[src/rtl/spi_slave.sv]
// spi_slave: SPI endpoint that receives a FRAME_BITS command LSB-first and returns a buffered REPLY_BITS reply LSB-first.
module spi_slave #(
  parameter int FRAME_BITS = 14,
  parameter int REPLY_BITS = 8
) (
  input  logic                  clk,
  input  logic                  rst,
  input  logic                  CS,
  input  logic                  MOSI,
  output logic                  MISO,
  output logic [FRAME_BITS-1:0] rx_data,
  output logic                  rx_valid,
  output logic                  frame_err,
  input  logic [REPLY_BITS-1:0] tx_data,
  input  logic                  tx_valid,
  output logic                  tx_ready,
  output logic                  tx_underrun
);
  typedef enum logic [1:0] {IDLE, SHIFT, WAIT_CS} state_t;
  state_t state, state_n;
  logic [4:0] cnt;
  logic [FRAME_BITS-1:0] rx_shift;
  logic [REPLY_BITS-1:0] rep, rep_n, buf_q;
  logic full, start, shift_en, last, abort, load;
  always_ff @(posedge clk or negedge rst)
    if (!rst) state <= IDLE;
    else state <= state_n;
  always_comb begin
    state_n = state;
    case (state)
      IDLE:    state_n = CS ? IDLE : SHIFT;
      SHIFT:   state_n = CS ? IDLE : (cnt == 5'(FRAME_BITS-1)) ? WAIT_CS : SHIFT;
      WAIT_CS: state_n = CS ? IDLE : WAIT_CS;
      default: state_n = IDLE;
    endcase
  end
  // In IDLE the reply register mirrors the buffer so bit 0 is on MISO before the first sample edge.
  always_comb begin
    start    = state == IDLE && !CS;
    shift_en = state == SHIFT && !CS;
    last     = shift_en && cnt == 5'(FRAME_BITS-1);
    abort    = state == SHIFT && CS;
    load     = tx_valid && !full;
    rep_n    = state == IDLE ? (full ? (start ? buf_q >> 1 : buf_q) : '0) : shift_en ? rep >> 1 : '0;
  end
  assign MISO     = rep[0];
  assign tx_ready = !full;
  always_ff @(posedge clk or negedge rst)
    if (!rst) begin
      cnt         <= '0;
      rx_shift    <= '0;
      rx_data     <= '0;
      rx_valid    <= 1'b0;
      frame_err   <= 1'b0;
      tx_underrun <= 1'b0;
      rep         <= '0;
      buf_q       <= '0;
      full        <= 1'b0;
    end else begin
      rep         <= rep_n;
      rx_valid    <= last;
      frame_err   <= abort;
      tx_underrun <= start && !full;
      cnt         <= start ? 5'd1 : (shift_en && !last) ? cnt + 5'd1 : 5'd0;
      if (start || shift_en) rx_shift <= {MOSI, rx_shift[FRAME_BITS-1:1]};
      if (last) rx_data <= {MOSI, rx_shift[FRAME_BITS-1:1]};
      if (load) buf_q <= tx_data;
      // a load on the frame-start edge of an empty buffer stays for the next frame
      full        <= load | (full & !start);
    end
endmodule

[config.mk]
export PLATFORM = sky130hd
export DESIGN_NAME = spi_slave
export DESIGN_NICKNAME = d
export VERILOG_FILES = /design/src/rtl/spi_slave.sv
export SDC_FILE = /design/constraint.sdc
export NUM_CORES = 1
export LEC_CHECK = 0
export ABC_AREA = 1
export CORE_ASPECT_RATIO = 0.9
export CORE_MARGIN = 2
export CORE_UTILIZATION = 57
export DETAILED_ROUTE_END_ITERATION = 7
export PLACE_DENSITY = 0.8
export REMOVE_ABC_BUFFERS = 1
export SYNTH_ARGS = -nofsm -noshare
export SYNTH_HDL_FRONTEND = slang
export SYNTH_SLANG_ARGS = --single-unit
[constraint.sdc]
create_clock -name clk -period 2.85 [get_ports clk]
set_input_delay 0.57 -clock clk [delete_from_list [all_inputs] [get_ports clk]]
set_output_delay 0.57 -clock clk [all_outputs]
set_load 0.02 [all_outputs]
### Word-level counts from Yosys, hierarchy flattened

Index checks and enable logic that the tools add are counted.

| operators by class | value |
|---|---|
| add/sub/neg operators | 1 |
| equality and inequality tests | 3 |
| multiplexer cells | 11 |
| bitwise gates (word level) | 2 |
| reduce and logical (&&, ||, !) cells | 13 |

Operators by type and width:

| kind | count |
|---|---|
| 8-bit 2-to-1 mux | 3 |
| 5-bit 2-to-1 mux | 2 |
| 1-bit logical AND | 7 |
| 7-bit 2-to-1 mux | 1 |
| 2-bit 2-to-1 mux | 3 |
| 2-bit case mux with 3 select lines | 1 |
| 5-bit by 1-bit adder with 5-bit output (second input constant) | 1 |
| 5-bit by 4-bit == test with 1-bit output (second input constant) | 1 |
| 1-bit zero test | 4 |
| 2-bit by 1-bit == test with 1-bit output (second input constant) | 1 |
| 2-bit == test (second input constant) | 1 |
| 2-bit zero test | 1 |
| 1-bit bitwise AND | 1 |
| 1-bit logical OR | 1 |
| 1-bit 2-to-1 mux | 1 |
| 1-bit OR | 1 |

| word-level totals | value |
|---|---|
| register bits after elaboration | 55 |
| input port bits | 13 |
| output and inout port bits | 19 |
| word-level logic and storage cells | 40 |

### Depth between registers and ports, before layout

| logic depth | value |
|---|---|
| depth after elaboration | 7 |
| mapped depth | 8 |
| gate-level depth less buffers | 7 |

### Worst setup path before layout

Ideal clock, no wire load.

| path | value |
|---|---|
| kind | input -> register |
| from | input port CS |
| to | register rx_shift[10] |
| library setup time | 117 ps |
| data arrival time | 1,365 ps |
| required time | 2,733 ps |
| slack | 1,368 ps |
| cell stages on the path | 8 |
| buffers on the path | 4 |
| path through | buf_4 inv_1 buf_4 nand2_2 buf_6 buf_6 nand3_1 nand2_1 |

| on the way | value |
|---|---|
| cells in the longest elaborated chain, start to end | 3 |
| elaborated cells on any way between the ends | 4 |
| those cells by class | reduce/logical: 4 |

Ends and longest elaborated chain:

| what | line | source |
|---|---|---|
| from (decl) | 8 | `input logic CS,` |
| 1-bit zero test (*) | 39, 40 |  |
| 1-bit logical AND (on tied branches) | 39, 40 |  |
| 1-bit logical OR (*) | 65 | `if (start \|\| shift_en) rx_shift <= {MOSI, rx_shift[FRAME_BITS-1:1]};` |
| to (signal assigned) | 65 |  |
| to (decl) | 22 | `logic [FRAME_BITS-1:0] rx_shift;` |

Every way passes the cells marked *; elsewhere a longest branch is shown, timed or not.
A chain may end at the register's enable or synchronous reset.

### Worst setup path after layout

| path | value |
|---|---|
| from | register full |
| to | output port tx_ready |

| on the way | value |
|---|---|
| cells in the longest elaborated chain, start to end | 1 |

Ends and longest elaborated chain:

| what | line | source |
|---|---|---|
| from (decl) | 24 | `logic full, start, shift_en, last, abort, load;` |
| from (signal assigned) | 69 | `full <= load \| (full & !start);` |
| 1-bit zero test | 47 | `assign tx_ready = !full;` |
| to (decl) | 16 | `output logic tx_ready,` |

Every way passes these cells.

==> impl_metrics.csv <==
group,metric,value,unit
final_layout,nets,306,
synthesis,syn_area_per_cell,8.75,um^2
sta,tightest_slew,0.490,ns
clock_network,clock_latency,0.30,ns
final_layout,n_fill_cell,282,
floorplan,row_count,21,
global_routing,grt_remaining_overflow,0,
routing,routed_via_density,5.18,
synthesis,yosysSeqAreaShare,0.598,
routing,drcViolationCount,0,
sta,hold_viol,0,
routing,drt_wl_total,4120,um
placement,routabilityCongestion,0.816,
placement,io_buffers,31,
synthesis,synthCells,258,
synthesis,ys_seq_elements,54,
sta,max_freq,487,MHz
sta,maxSlewHeadroom,0.672,
flow_run,drv_cap,0,
global_routing,grt_antenna_before_repair,0,
power,p_per_area,699,nW/um^2
clock_network,clock-sinks,54,
routing,drt_iter0_drc,96,
setup_path,cp-end-kind,"output port",
status,status,"complete, no violations",
final_layout,final_common_cell,"nand2_1",
routing,vias,1751,
synthesis,yosys-top-cells-area,"dfrtp_1, nand2_1, nand3_1, nor2_1, inv_1",
final_layout,n_antenna_cell,0,
clock_network,cts_setup_buffers,0,
clock_network,cts_tree,"done",
clock_network,cts_made_buffers,5,
global_routing,grt_max_degree,22,
clock_network,htree_levels,2,
placement,dp.final_hpwl,2920,um
final_layout,mostFrequentLayoutCells,"nand2_1, dfrtp_1, nand3_1",
floorplan,core,3760,um^2
sta,setup_violations,0,
sta,min_period_over_period,0.720,
power,leakagePower,1.42,nW
final_layout,drive_gt1_frac,0.0685,
clock_network,cts-root-buf,"clkbuf_8",
worst_hold_path,worstHoldPathType,"in2async",
floorplan,pin_count,32,
setup_path,rr_worst_depth,5,
global_routing,first_global_vias,1645,
setup_path,critical_path_required,2.28,ns
clock_network,cts_buffer_depth,2,
floorplan,die_y,63.7,um
setup_path,crit_path_max_fanout,4,
setup_path,critPathKind,"reg2out",
global_routing,grt_pass1_wl,7250,um
sta,tns,0,ns
synthesis,synth_cell_types,17,
setup_path,arrival,1.48,ns
power,p_total,1.88,mW
global_routing,grt_usage,0.205,
final_layout,area_delta_synth_final,18.9,%
sta,fin_crit,2.05,ns
sta,hold-worst-slack,0.165,ns
clock_network,post_cts_resized,0,
synthesis,ys_warn_count,0,
floorplan,dieArea,4480,um^2
floorplan,start_util,0.601,
routing,drt_first_pass_iters,4,
sta,report.final.slew_viol_count,0,
floorplan,die_w,70.4,um
synthesis,yosysTopAreaCellShare,0.598,
synthesis,syn-cell-area,2260,um^2
setup_path,critPathLaunchType,"register",
synthesis,synth_top_area_cell,"dfrtp_1",
routing,ant_nets,0,
clock_network,hold_buffers,0,
sta,finalClockSkew,0.00716,ns
power,ir_worst_vdd,488,uV
routing,wl_per_cell,12.2,um
clock_network,clk_pin_slew,0.10,ns
sta,grt_setup_unrepaired,"no",
metal layers:
layer	track usage	share of wire	vias up
met5	0	0	-
met1	0.261	0.45	826
met4	0.0673	0.012	0
met3	0.0400	0.044	6
li1	-	-	876
met2	0.354	0.49	43
final cells by class:
class,instances,area (um^2),share of cell area
multi-input combinational,177,769,0.286
clock inverter,3,25.0,0.00932
clock buffer,5,68.8,0.0256
sequential,54,1350,0.503
timing repair buffer,38,358,0.133
tap,46,57.6,0.0214
inverter,15,56.3,0.0210
registers in the layout, indices dropped and copies added, names as in the netlist:
| name | cells |
|---|---|
| rx_data | 14 |
| rx_shift | 13 |
| buf_q | 8 |
| rep | 8 |
| cnt | 5 |
| state | 2 |
| frame_err | 1 |
| full | 1 |
| rx_valid | 1 |
| tx_underrun | 1 |
critical path: stages, from the launching register on:
cell             delay, ns
dfrtp_1               0.43
inv_1                 0.14
clkdlybuf4s50_1       0.62
path summary, 6_finish.rpt:
kind / from / to / slack [ns]
max: full$_DFF_PN0_ / tx_ready / 0.80
min: rst / cnt[2]$_DFF_PN0_ / 0.17
max reg2reg: state[0]$_DFF_PN0_ / rx_shift[13]$_DFFE_PN0P_ / 1.25
min reg2reg: rep[6]$_DFF_PN0_ / rep[5]$_DFF_PN0_ / 0.46
max in group asynchronous: rst / rep[2]$_DFF_PN0_ / 2.08
min in group clk: rep[6]$_DFF_PN0_ / rep[5]$_DFF_PN0_ / 0.46
synthesized netlist by cell type:
cell      count
a21oi_1       7
buf_2         5
buf_4         4
buf_6         2
clkbuf_1      1
dfrtp_1      54
ha_1          2
inv_1        15
nand2_1      96
nand2_2       2
nand3_1      41
nand4_1       3
nor2_1       21
nor2_2        2
nor3_1        1
o21bai_1      1
xnor2_1       1
where the power goes:
group          switching [mW]  internal [mW]  leakage (nW)
Combinational           0.245          0.154         0.666
Clock                   0.249          0.178        0.0447
Sequential              0.108          0.944         0.705
kinds of logic after synthesis:
logic type / Yosys count / share of synthesized area
AOI/OAI and AO/OA: 8 / 0.0188
adders and majority gates: 2 / 0.0111
buffers and inverters: 27 / 0.0609
xor gates and xnor gates: 1 / 0.00388
and+or+nand+nor: 166 / 0.307
DFF: 54 / 0.598
metrics by stage:
step                 util  worst slack (ns)  cell area (um^2)  std cells
floorplan               -              1.21              2180        246
global placement    0.690             0.727              2590        330
detailed placement  0.690             0.675              2590        330
CTS                 0.715             0.785              2690        338
global route        0.715             0.725              2690        338
finish              0.715             0.798              2690        338
Power figures use the tool's default switching activity.
